[config.mk]
export PLATFORM = sky130hd
export DESIGN_NAME = imuldiv_muldiv_frontend
export DESIGN_NICKNAME = d
export VERILOG_FILES = /design/src/rtl/imuldiv_muldiv_frontend_pkg.sv /design/src/rtl/imuldiv_TagQueue.sv /design/src/rtl/imuldiv_muldiv_frontend.sv
export SDC_FILE = /design/constraint.sdc
export NUM_CORES = 1
export LEC_CHECK = 0
export ABC_AREA = 0
export CORE_MARGIN = 5
export CORE_UTILIZATION = 35
export DETAILED_ROUTE_END_ITERATION = 16
export PLACE_DENSITY = 0.88
export RECOVER_POWER = 25
export SLEW_MARGIN = 20
export SYNTH_ARGS = -nofsm -noshare
export SYNTH_HDL_FRONTEND = slang
export SYNTH_SLANG_ARGS = --single-unit
[constraint.sdc]
create_clock -name clk -period 3.8 [get_ports clk]
set_clock_uncertainty 0.05 [all_clocks]
set_input_delay 0.95 -clock clk [delete_from_list [all_inputs] [get_ports clk]]
set_output_delay 0.95 -clock clk [all_outputs]
set_load 0.1 [all_outputs]
[src/rtl/imuldiv_muldiv_frontend_pkg.sv]
// Shared definitions for the mul/div frontend: fn encodings, tag width helper
// and the decode that decides which half of the 64-bit unit result to return.
// Optional feature macro: IMULDIV_MULDIV_FRONTEND_MULH_EN (fn 5 = mulh).
package imuldiv_muldiv_frontend_pkg;

  typedef enum logic [2:0] {
    FN_MUL  = 3'd0,
    FN_DIV  = 3'd1,
    FN_DIVU = 3'd2,
    FN_REM  = 3'd3,
    FN_REMU = 3'd4,
    FN_MULH = 3'd5
  } muldiv_fn_e;

  // Each tag carries the destination register plus one half-select bit.
  localparam int TAG_EXTRA_W = 1;

  function automatic int tag_width(input int rd_w);
    return rd_w + TAG_EXTRA_W;
  endfunction

  // Remainders live in the upper half of the unit result; mulh (when enabled)
  // returns the upper half of the product.
  function automatic logic fn_sel_hi(input logic [2:0] fn);
    logic hi;
    hi = (fn == FN_REM) || (fn == FN_REMU);
`ifdef IMULDIV_MULDIV_FRONTEND_MULH_EN
    hi = hi || (fn == FN_MULH);
`endif
    return hi;
  endfunction

  // The unit only knows about plain mul; mulh is a mul whose high half we keep.
  function automatic logic [2:0] fn_to_unit(input logic [2:0] fn);
    logic [2:0] ufn;
    ufn = fn;
`ifdef IMULDIV_MULDIV_FRONTEND_MULH_EN
    if (fn == FN_MULH) ufn = FN_MUL;
`endif
    return ufn;
  endfunction

endpackage

[src/rtl/imuldiv_TagQueue.sv]
// Small in-order FIFO holding one tag per outstanding mul/div operation.
// Pointers wrap naturally (DEPTH is a power of two); count is one bit wider
// so that full and empty are distinguishable.
module imuldiv_TagQueue #(
  parameter int DEPTH = 2,
  parameter int W     = 6
) (
  input  logic         clk,
  input  logic         reset,
  input  logic         push,
  input  logic [W-1:0] push_data,
  input  logic         pop,
  output logic [W-1:0] pop_data,
  output logic         full,
  output logic         empty
);

  localparam int PTR_W = $clog2(DEPTH);
  localparam int CNT_W = PTR_W + 1;
  localparam logic [PTR_W-1:0] PTR_ONE   = PTR_W'(1);
  localparam logic [CNT_W-1:0] CNT_ONE   = CNT_W'(1);
  localparam logic [CNT_W-1:0] CNT_DEPTH = CNT_W'(DEPTH);

  logic [W-1:0]     mem [DEPTH];
  logic [PTR_W-1:0] wr_ptr;
  logic [PTR_W-1:0] rd_ptr;
  logic [CNT_W-1:0] count;
  logic             do_push;
  logic             do_pop;

  assign full     = (count == CNT_DEPTH);
  assign empty    = (count == '0);
  assign do_push  = push & !full;
  assign do_pop   = pop & !empty;
  assign pop_data = mem[rd_ptr];

  // Storage write; contents need no reset since count gates every read.
  always_ff @(posedge clk) begin
    if (do_push) mem[wr_ptr] <= push_data;
  end

  // Pointer and occupancy bookkeeping; push+pop together keeps count steady.
  always_ff @(posedge clk) begin
    if (reset) begin
      wr_ptr <= '0;
      rd_ptr <= '0;
      count  <= '0;
    end else begin
      if (do_push) wr_ptr <= wr_ptr + PTR_ONE;
      if (do_pop)  rd_ptr <= rd_ptr + PTR_ONE;
      if (do_push && !do_pop)      count <= count + CNT_ONE;
      else if (do_pop && !do_push) count <= count - CNT_ONE;
    end
  end

endmodule

[src/rtl/imuldiv_muldiv_frontend.sv]
// Frontend between the execute stage and the iterative mul/div unit.
// Requests pass straight through to the unit; a tag FIFO remembers the
// destination register and which result half to keep; responses land in a
// registered writeback stage.
// Optional feature macro: IMULDIV_MULDIV_FRONTEND_MULH_EN (fn 5 = mulh).
module imuldiv_muldiv_frontend
  import imuldiv_muldiv_frontend_pkg::*;
#(
  parameter int TAG_DEPTH = 2,
  parameter int RD_W      = 5
) (
  input  logic            clk,
  input  logic            reset,
  input  logic [2:0]      req_msg_fn,
  input  logic [31:0]     req_msg_a,
  input  logic [31:0]     req_msg_b,
  input  logic [RD_W-1:0] req_msg_rd,
  input  logic            req_val,
  output logic            req_rdy,
  output logic [2:0]      muldivreq_msg_fn,
  output logic [31:0]     muldivreq_msg_a,
  output logic [31:0]     muldivreq_msg_b,
  output logic            muldivreq_val,
  input  logic            muldivreq_rdy,
  input  logic [63:0]     muldivresp_msg_result,
  input  logic            muldivresp_val,
  output logic            muldivresp_rdy,
  output logic [31:0]     wb_msg_data,
  output logic [RD_W-1:0] wb_msg_rd,
  output logic            wb_val,
  input  logic            wb_rdy
);

  localparam int TAG_W = tag_width(RD_W);

  logic             tag_full;
  logic             tag_empty;
  logic             req_fire;
  logic             resp_fire;
  logic [TAG_W-1:0] push_tag;
  logic [TAG_W-1:0] head_tag;
  logic [RD_W-1:0]  head_rd;
  logic             head_hi;

  // Request path: no added latency; a full tag FIFO stalls both sides even
  // if a response frees a slot in the same cycle.
  assign muldivreq_msg_fn = fn_to_unit(req_msg_fn);
  assign muldivreq_msg_a  = req_msg_a;
  assign muldivreq_msg_b  = req_msg_b;
  assign muldivreq_val    = req_val & !tag_full;
  assign req_rdy          = muldivreq_rdy & !tag_full;
  assign req_fire         = req_val & req_rdy;
  assign push_tag         = {req_msg_rd, fn_sel_hi(req_msg_fn)};

  // Response path: only accept when a tag exists and the output stage can take it.
  assign muldivresp_rdy = !tag_empty & (!wb_val | wb_rdy);
  assign resp_fire      = muldivresp_val & muldivresp_rdy;
  assign head_rd        = head_tag[TAG_W-1:1];
  assign head_hi        = head_tag[0];

  imuldiv_TagQueue #(
    .DEPTH (TAG_DEPTH),
    .W     (TAG_W)
  ) u_tag_queue (
    .clk       (clk),
    .reset     (reset),
    .push      (req_fire),
    .push_data (push_tag),
    .pop       (resp_fire),
    .pop_data  (head_tag),
    .full      (tag_full),
    .empty     (tag_empty)
  );

  // Writeback register: loads on response fire, drains on wb fire, holds otherwise.
  always_ff @(posedge clk) begin
    if (reset) begin
      wb_val      <= 1'b0;
      wb_msg_data <= '0;
      wb_msg_rd   <= '0;
    end else if (resp_fire) begin
      wb_val      <= 1'b1;
      wb_msg_data <= head_hi ? muldivresp_msg_result[63:32] : muldivresp_msg_result[31:0];
      wb_msg_rd   <= head_rd;
    end else if (wb_val && wb_rdy) begin
      wb_val      <= 1'b0;
    end
  end

endmodule

==> results by group, run 1 <==
Worst setup path
  • CP Class: input pin to primary output
  • Worst path arrival time: 2.11 ns
  • Register-to-Register Setup Slack: 1.60 ns
  • Worst Setup End Kind: primary output
  • Worst Setup SP: wb_rdy
  • Crit path largest cell delay: 0.47 ns
  • Reg2Reg Depth: 3
  • Crit path max fanout: 4
  • CP max-delay cell: clkdlybuf4s50_1
  • R2R Path End: wb_msg_data[31]$_SDFFE_PP0P_
  • Worst Setup EP: muldivresp_rdy
  • CP Cell Sequence: clkdlybuf4s50_1 -> and2b_1 -> nor2_1 -> buf_12
  • CP required: 2.80 ns
  • CP startpoint kind: input pin

CTS
  • Number of H-tree levels: 2
  • Post-cts hold buffer count: 0
  • Clk buf depth: 2
  • Number of cells upsized or downsized after cts: 0
  • CTS Buf Count: 5
  • Buffer count from post-CTS setup fixing: 0
  • Reg clk slew, reported paths: 0.10 ns
  • Clock insertion delay at the later pin of the skew report: 0.30 ns
  • TritonCTS clock tree: built
  • Sink Count: 55
  • Clock root cell: clkbuf_8

Global route
  • First-pass GRT wire length: 12600 um
  • Pin count of the biggest net entering global routing: 44
  • M2 GR Usage: 0.263
  • Met1 Use GR: 0.164
  • All-layer global routing usage: 0.148
  • Initial antenna violation count: 0
  • GR peak layer: met2
  • Grt ovf: 0
  • Vias in the first global route: 2625
  • Met3 Use GR: 0.0399

Die
  • Height of the die: 103 um
  • Top Ports: 250
  • Die width: 103 um
  • Die Area: 10600 um2
  • Row cnt: 34
  • Initial Util: 0.353
  • Core Area: 8590 um2

Route
  • DR iter-0 viols: 84
  • Routed via count: 2558
  • Antenna Nets Post-Route: 0
  • Wire per inst: 17.3 um
  • # DRC: 0
  • DR pass1 iterations: 4
  • Final WL: 8230 um
  • Vias per cell: 5.39

STA
  • Max transition margin: -0.494
  • Slew @ Worst Pin: 2.24 ns
  • Worst Hold Slack: 0.460 ns
  • Fin crit share: 0.819
  • # setup viols final: 0
  • Post-Route Setup TNS: 0 ns
  • Period minus WS final: 3.11 ns
  • Final Hold Vio Count: 0
  • Slew Limit Fails: 44
  • Fmax: 321 MHz
  • RSZ-0062 raised after global routing: no

Place
  • Routability cong.: 0.714
  • DP Wirelength: 5850 um
  • Port Buf Inserts: 121

Logic synthesis
  • Synth warn: 0
  • Syn_nets: 472
  • Unique cell type count in the Yosys netlist: 34
  • Synth Cell Area: 3030 um2
  • Synth Area per Inst: 9.21 um2
  • Sequential area share after synthesis: 0.403
  • Yosys reg bits: 55
  • Syn Inst Count: 329

Status
  • Outcome: finished with violations
  • Failing checks: max-capacitance violations, max-slew violations

Cells and area
  • Ant diodes: 0
  • Area Growth Syn to Fin: 26.1%
  • Register Area: 1220 um2
  • Most frequent cells in the layout: 105 x clkdlybuf4s50_1, 66 x nand2_1, 43 x dfxtp_1
  • Multi-input gate area: 1110 um2
  • Net count, final: 509
  • Fill count: 828
  • Layout cells sized above 1: 0.0926
  • Most common cell after layout, fill and taps aside: clkdlybuf4s50_1

Pwr
  • P per Cell Area: 881 nW/um2
  • Final Total Pwr: 3.37 mW
  • Highest ir drop seen on vdd: 0.760 mV
  • Leak: 1.32 nW

Run
  • Max-cap violations: 1

Worst hold path
  • Hold Crit Start: u_tag_queue.rd_ptr$_SDFFE_PP0P_
  • Worst min-delay path class: flop to flop
## critical path, delay by kind of cell
| kind | cells | cell delay [ns] |
|---|---|---|
| buffers and inverters | 2 | 0.68 |
| and+or+nand+nor | 2 | 0.48 |
## report_power, final
part	switching [mW]	internal, mW
clock network	0.194	0.132
registers	0.0996	0.760
logic	1.59	0.587
total	1.89	1.48
## flip-flops by register name (all words and copies together) (netlist names), named ones only
register            count
wb_msg_data            32
u_tag_queue.mem        12
wb_msg_rd               5
u_tag_queue.count       2
u_tag_queue.rd_ptr      1
u_tag_queue.wr_ptr      1
wb_val                  1
## cells in the mapped netlist
cell | count | area (um2)
buf_4 | 76 | 571
nand2_1 | 66 | 248
dfxtp_1 | 43 | 861
a31oi_1 | 37 | 231
a311oi_1 | 25 | 219
edfxtp_1 | 12 | 360
clkbuf_1 | 9 | 33.8
a311oi_2 | 7 | 105
a211oi_1 | 5 | 37.5
a21oi_1 | 5 | 25.0
buf_6 | 5 | 56.3
mux2i_1 | 5 | 50.1
buf_2 | 4 | 20.0
and2_1 | 3 | 18.8
nor2_1 | 3 | 11.3
inv_1 | 2 | 7.51
inv_2 | 2 | 7.51
nand2b_1 | 2 | 12.5
o21ai_0 | 2 | 10.0
xor2_1 | 2 | 17.5
a31o_2 | 1 | 8.76
and2b_1 | 1 | 7.51
and3_1 | 1 | 6.26
buf_1 | 1 | 3.75
ha_1 | 1 | 12.5
mux2_4 | 1 | 15.0
mux2i_4 | 1 | 22.5
nand4_1 | 1 | 6.26
nor2_2 | 1 | 6.26
nor3_2 | 1 | 10.0
o31ai_1 | 1 | 7.51
or2_1 | 1 | 6.26
or3_1 | 1 | 6.26
or4_1 | 1 | 7.51
## logic make-up (layout without fill, tap and decap cells)
group,after synthesis,count (layout),synth area share
buffers and inverters,99,137,0.231
AND/OR/NAND/NOR,82,82,0.114
adder cells (fa/ha/maj),1,1,0.00413
multiplexers,7,7,0.0289
flip-flops,55,55,0.403
XOR/XNOR,2,2,0.00578
AO/OA/AOI/OAI,83,83,0.213
## worst min path at each step
stage / cells after the start / to / slack (ns)
after floorplan: 2 / flop / 0.41
after global placement: 2 / u_tag_queue.rd_ptr$_SDFFE_PP0P_ / 0.42
after detailed placement: 2 / u_tag_queue.rd_ptr$_SDFFE_PP0P_ / 0.45
after CTS: 2 / u_tag_queue.rd_ptr$_SDFFE_PP0P_ / 0.47
after global routing: 2 / u_tag_queue.rd_ptr$_SDFFE_PP0P_ / 0.52
final: 2 / u_tag_queue.rd_ptr$_SDFFE_PP0P_ / 0.46
## stage by stage
| step | std cells | utilization | instance area, um2 | worst slack, ns |
|---|---|---|---|---|
| 5_1_grt | 475 | 0.445 | 3820 | 0.653 |
| 2_1_floorplan | 329 | - | 3030 | 0.377 |
| 4_1_cts | 475 | 0.445 | 3820 | 0.679 |
| 6_report | 475 | 0.445 | 3820 | 0.687 |
| 3_3_place_gp | 467 | 0.434 | 3730 | 0.676 |
| 3_5_place_dp | 467 | 0.434 | 3730 | 0.704 |
## layout make-up
cell class	count	share of cell area
timing repair buffer	125	0.325
clock buffer	5	0.0180
inverter	4	0.00393
clock inverter	3	0.00655
tap	108	0.0354
sequential	55	0.320
multi-input combinational	175	0.292
## per-layer routing
layer | vias up | share of wire
met1 | 1195 | 0.38
met4 | 0 | 0.030
met2 | 141 | 0.51
met3 | 34 | 0.080
met5 | - | 0
li1 | 1188 | -
No activity file was read; power rests on OpenSTA's default activity.
==> run 2, diff against run 1 <==
CORE_UTILIZATION = 30   (was 35)
PLACE_DENSITY = 0.8   (was 0.88)
clock period = 2.7 ns   (was 3.8 ns; I/O delays follow)
==> run 2 against run 1 <==
Net effect: the run now ends clean; routed wire length rose by 6.1%; sequential cell count did not move; core utilization fell by 5.5 points; cell count rose by 5.5%; first-iteration DRC count rose by 35%; largest cell class is now sequential cells; highest routed layer unchanged.
==> results by group, run 2 (same netlist as run 1, synthesis figures left out) <==
Worst setup path
  • CP startpoint kind: input pin (unchanged)
  • CP required: 1.98 ns (was 2.80 ns)
  • Register-to-Register Setup Slack: 0.84 ns (was 1.60 ns)
  • CP Class: input pin to primary output (unchanged)
  • Crit path max fanout: 4 (unchanged)
  • Worst Setup End Kind: primary output (unchanged)
  • Worst path arrival time: 1.74 ns (was 2.11 ns)

Place
  • DP Wirelength: 6280 um (was 5850 um)
  • Routability cong.: 0.765 (was 0.714)
  • Port Buf Inserts: 121 (unchanged)
  • Setup WS pre-CTS: 0.0735 ns (was 0.704 ns)

Die
  • Row cnt: 36 (was 34)
  • Die width: 110 um (was 103 um)
  • Top Ports: 250 (unchanged)
  • Initial Util: 0.308 (was 0.353)
  • Core Area: 9820 um2 (was 8590 um2)
  • Height of the die: 110 um (was 103 um)
  • Die Area: 12200 um2 (was 10600 um2)

Worst hold path
  • Worst min-delay path class: flop to flop (unchanged)

CTS
  • TritonCTS clock tree: built (unchanged)
  • Post-cts hold buffer count: 0 (unchanged)
  • Clock root cell: clkbuf_8 (unchanged)
  • Number of cells upsized or downsized after cts: 0 (unchanged)
  • CTS Buf Count: 5 (unchanged)
  • Sink Count: 55 (unchanged)
  • Clock insertion delay at the later pin of the skew report: 0.31 ns (was 0.30 ns)
  • Number of H-tree levels: 2 (unchanged)
  • Clk buf depth: 2 (unchanged)
  • Buffer count from post-CTS setup fixing: 0 (unchanged)
  • Reg clk slew, reported paths: 0.11 ns (was 0.10 ns)

Cells and area
  • Regs by FF count: wb_msg_data x32, u_tag_queue.mem x12, wb_msg_rd x5 (unchanged)
  • Net count, final: 510 (was 509)
  • Most frequent cells in the layout: 70 x clkdlybuf4s50_1, 66 x nand2_1, 43 x dfxtp_1, 43 x buf_4, 37 x a31oi_1 (was 105 x clkdlybuf4s50_1, 66 x nand2_1, 43 x dfxtp_1)
  • Most flops, register: wb_msg_data (unchanged)
  • Most common cell after layout, fill and taps aside: clkdlybuf4s50_1 (unchanged)
  • Ant diodes: 0 (unchanged)
  • Max reg flops: 32 (unchanged)
  • Area Growth Syn to Fin: 26.3% (was 26.1%)
  • Layout cells sized above 1: 0.198 (was 0.0926)

Pwr
  • Highest ir drop seen on vdd: 0.907 mV (was 0.760 mV)
  • P per Cell Area: 1240 nW/um2 (was 881 nW/um2)
  • Leak: 1.41 nW (was 1.32 nW)

STA
  • Period minus WS final: 2.47 ns
  • Fmax: 405 MHz
  • Slew Limit Fails: 0 (was 44)
  • Fin crit share: 0.915
  • RSZ-0062 raised after global routing: no (unchanged)
  • # setup viols final: 0 (unchanged)
  • Post-Route Setup TNS: 0 ns (unchanged)
  • Slew @ Worst Pin: 0.873 ns (was 2.24 ns)
  • Max transition margin: 0.418 (was -0.494)
  • Final Hold Vio Count: 0 (unchanged)
  • Post-route worst setup slack: 0.231 ns (was 0.687 ns)

Route
  • Routed via count: 2554 (was 2558)
  • DR iter-0 viols: 113 (was 84)
  • Antenna Nets Post-Route: 0 (unchanged)
  • Wire per inst: 17.4 um (was 17.3 um)
  • DR pass1 iterations: 4 (unchanged)
  • # DRC: 0 (unchanged)
  • Final WL: 8730 um (was 8230 um)
  • Vias per cell: 5.10 (was 5.39)

Global route
  • First-pass GRT wire length: 13600 um (was 12600 um)
  • Initial antenna violation count: 0 (unchanged)
  • Grt ovf: 0 (unchanged)
  • Vias in the first global route: 2583 (was 2625)
  • All-layer global routing usage: 0.132 (was 0.148)
  • Pin count of the biggest net entering global routing: 44 (unchanged)

Status
  • Outcome: complete, no violations (was finished with violations)

Run
  • Max-cap violations: 0 (was 1)
run 2: layout make-up:
class | count | area [um2]
multi-input cells | 175 | 1120
well taps | 133 | 166
flip-flops and latches | 55 | 1220
inverters | 4 | 15.0
clock buffers | 5 | 68.8
repair buffers | 126 | 1210
clock inverters | 3 | 27.5
fillers | 1002 | 5990
run 2: per-stage QoR:
stage	instances	util	total power [mW]	hold slack [ns]	area [um2]
global route	501	0.390	4.96	0.484	3820
floorplan	329	-	4.08	0.413	3030
global placement	493	0.380	4.24	0.428	3730
detailed placement	493	0.380	4.28	0.444	3730
CTS	501	0.390	4.79	0.459	3820
finish	501	0.390	4.74	0.459	3820
run 2: path summary, 6_finish.rpt:
path / start / cells past startpoint / endpoint
worst max-delay path: wb_rdy / 4 / muldivresp_rdy
worst min-delay path: u_tag_queue.rd_ptr$_SDFFE_PP0P_ / 2 / u_tag_queue.rd_ptr$_SDFFE_PP0P_
worst max register to register: flop / 4 / wb_msg_data[8]$_SDFFE_PP0P_
worst min register to register: u_tag_queue.rd_ptr$_SDFFE_PP0P_ / 2 / u_tag_queue.rd_ptr$_SDFFE_PP0P_
run 2: worst max-delay path, cell delays in order:
cell,delay (ns)
clkdlybuf4s50_1,0.46
and2b_1,0.24
nor2_2,0.18
buf_12,0.19
run 2: per-layer routing:
layer	vias up	routed length [um]	GRT usage
met4	0	216	0.0427
li1	1185	-	-
met1	1220	3300	0.142
met3	26	781	0.0503
met2	123	4440	0.237
met5	-	0	0
run 2: report_power, final:
part           total, mW  switching [mW]  internal (mW)  leakage, nW
Sequential          1.22           0.148           1.07        0.463
Combinational       3.04            2.24          0.791        0.904
Clock              0.489           0.297          0.191       0.0463
==> run 3, diff against run 2 <==
RECOVER_POWER = 100   (was 25)
SETUP_SLACK_MARGIN = 0.15   (was not set)
==> run 3 against run 2 <==
Net effect: combinational power shrank 6%; critical path type unchanged; critical path depth is the same; design area shrank 5.2%; routed wire length shrank 0.56%; via count grew 0.78%; die area is the same; maximum frequency shrank 1.5%; largest power group unchanged.
==> results by group, run 3 (same netlist as run 1, synthesis figures left out) <==
Pwr
  • P per Cell Area: 1260 nW/um2 (was 1240 nW/um2)
  • Final Total Pwr: 4.57 mW (was 4.74 mW)
  • Highest ir drop seen on vdd: 0.886 mV (was 0.907 mV)
  • Leak: 1.24 nW (was 1.41 nW)

Cells and area
  • Fill count: 1038 (was 1002)
  • Net count, final: 510 (unchanged)
  • Most common cell after layout, fill and taps aside: clkdlybuf4s50_1 (unchanged)
  • Regs by FF count: wb_msg_data x32, u_tag_queue.mem x12, wb_msg_rd x5 (unchanged)
  • Ant diodes: 0 (unchanged)
  • Final design area excluding fillers: 3630 um2 (was 3820 um2)
  • Max reg flops: 32 (unchanged)
  • Area Growth Syn to Fin: 19.7% (was 26.3%)
  • Most flops, register: wb_msg_data (unchanged)
  • Non-filler instance count after layout: 501 (unchanged)
  • Most frequent cells in the layout: 68 x clkdlybuf4s50_1, 66 x nand2_1, 43 x dfxtp_1 (was 70 x clkdlybuf4s50_1, 66 x nand2_1, 43 x dfxtp_1, 43 x buf_4, 37 x a31oi_1)
  • Layout cells sized above 1: 0.0978 (was 0.198)

STA
  • Slew Limit Fails: 0 (unchanged)
  • Period minus WS final: 2.51 ns (was 2.47 ns)
  • RSZ-0062 raised after global routing: no (unchanged)
  • Fmax: 399 MHz (was 405 MHz)
  • Post-Route Setup TNS: 0 ns (unchanged)
  • Slew @ Worst Pin: 1.24 ns (was 0.873 ns)
  • Fin crit share: 0.929 (was 0.915)
  • # setup viols final: 0 (unchanged)
  • Max transition margin: 0.177 (was 0.418)
  • Final Hold Vio Count: 0 (unchanged)

CTS
  • Number of H-tree levels: 2 (unchanged)
  • Sink Count: 55 (unchanged)
  • Buffer count from post-CTS setup fixing: 0 (unchanged)
  • Post-cts hold buffer count: 0 (unchanged)
  • Number of cells upsized or downsized after cts: 0 (unchanged)
  • TritonCTS clock tree: built (unchanged)
  • Clock root cell: clkbuf_8 (unchanged)
  • Reg clk slew, reported paths: 0.11 ns (about the same)
  • Clk buf depth: 2 (unchanged)
  • Clock insertion delay at the later pin of the skew report: 0.31 ns (about the same)
  • CTS Buf Count: 5 (unchanged)

Die
  • Die width: 110 um (unchanged)
  • Height of the die: 110 um (unchanged)
  • Core Area: 9820 um2 (unchanged)
  • Top Ports: 250 (unchanged)
  • Row cnt: 36 (unchanged)
  • Initial Util: 0.308 (unchanged)
  • Die Area: 12200 um2 (unchanged)

Place
  • Routability cong.: 0.765 (unchanged)
  • DP Area: 3730 um2 (unchanged)
  • Port Buf Inserts: 121 (unchanged)
  • DP Wirelength: 6280 um (unchanged)
  • Placed Cells: 493 (unchanged)

Worst setup path
  • Crit path largest cell delay: 0.53 ns (was 0.46 ns)
  • Worst Setup End Kind: primary output (unchanged)
  • Register-to-Register Setup Slack: 0.79 ns (was 0.84 ns)
  • CP required: 1.98 ns (about the same)
  • CP Class: input pin to primary output (unchanged)
  • CP Buf/Inv Count: 2 (unchanged)
  • CP startpoint kind: input pin (unchanged)
  • CP Cell Sequence: dlygate4sd3_1 -> and2b_1 -> nor2_2 -> buf_12 (was clkdlybuf4s50_1 -> and2b_1 -> nor2_2 -> buf_12)
  • Worst path arrival time: 1.78 ns (was 1.74 ns)
  • Crit-path leading delay family: buffers and inverters (unchanged)
  • Crit path max fanout: 4 (unchanged)
  • CP max-delay cell: dlygate4sd3_1 (was clkdlybuf4s50_1)

Global route
  • Vias in the first global route: 2583 (unchanged)
  • Met3 Use GR: 0.0503 (unchanged)
  • Met1 Use GR: 0.142 (unchanged)
  • Initial antenna violation count: 0 (unchanged)
  • M2 GR Usage: 0.237 (unchanged)
  • Pin count of the biggest net entering global routing: 44 (unchanged)
  • GR peak layer: met2 (unchanged)
  • All-layer global routing usage: 0.132 (unchanged)
  • First-pass GRT wire length: 13600 um (unchanged)
  • Grt ovf: 0 (unchanged)

Route
  • Final WL: 8690 um (was 8730 um)
  • Vias per cell: 5.14 (was 5.10)
  • DR iter-0 viols: 94 (was 113)
  • DR pass1 iterations: 4 (unchanged)
  • # DRC: 0 (unchanged)
  • Wire per inst: 17.3 um (was 17.4 um)
  • Routed via count: 2574 (was 2554)
  • Antenna Nets Post-Route: 0 (unchanged)

Worst hold path
  • Worst min-delay path class: flop to flop (unchanged)

Run
  • Max-cap violations: 0 (unchanged)

Status
  • Outcome: complete, no violations (unchanged)
==> run 3: worst paths after layout <==
path / end / start / cells past startpoint
worst max-delay path: muldivresp_rdy / wb_rdy / 4
worst min-delay path: u_tag_queue.rd_ptr$_SDFFE_PP0P_ / u_tag_queue.rd_ptr$_SDFFE_PP0P_ / 2
worst min register to register: u_tag_queue.rd_ptr$_SDFFE_PP0P_ / u_tag_queue.rd_ptr$_SDFFE_PP0P_ / 2
worst max register to register: u_tag_queue.count[1]$_SDFFE_PP0P_ / wb_val$_SDFFE_PP0P_ / 6
==> run 3: stage by stage <==
step                       util  hold slack (ns)  setup slack, ns
after detailed placement  0.380            0.444           0.0735
after floorplan               -            0.413            0.152
after global routing      0.369            0.484            0.147
final                     0.369            0.461            0.193
after global placement    0.380            0.428            0.146
after CTS                 0.390            0.459            0.221
==> run 3: worst min-delay path, cell delays in order (launching register included) <==
cell	delay, ns
dfxtp_1	0.33
o31ai_1	0.08
a21oi_1	0.07
==> run 3: report_power, final <==
group          total (mW)  internal, mW  switching [mW]
sequential           1.21          1.07           0.144
combinational        2.86         0.623            2.24
clock               0.490         0.192           0.299
total                4.57          1.88            2.68
==> run 3: layout make-up <==
type	instances	area, um2	share of cell area
clock buffers	5	68.8	0.0190
multi-input cells	175	1110	0.305
well taps	133	166	0.0459
clock inverters	3	27.5	0.00759
inverters	4	15.0	0.00414
flip-flops and latches	55	1220	0.337
repair buffers	126	1020	0.282
==> run 3: layer usage <==
layer | part of all wire | vias to the layer above
met4 | 0.028 | 0
met1 | 0.38 | 1230
met5 | 0 | -
met2 | 0.51 | 128
li1 | - | 1186
met3 | 0.089 | 30
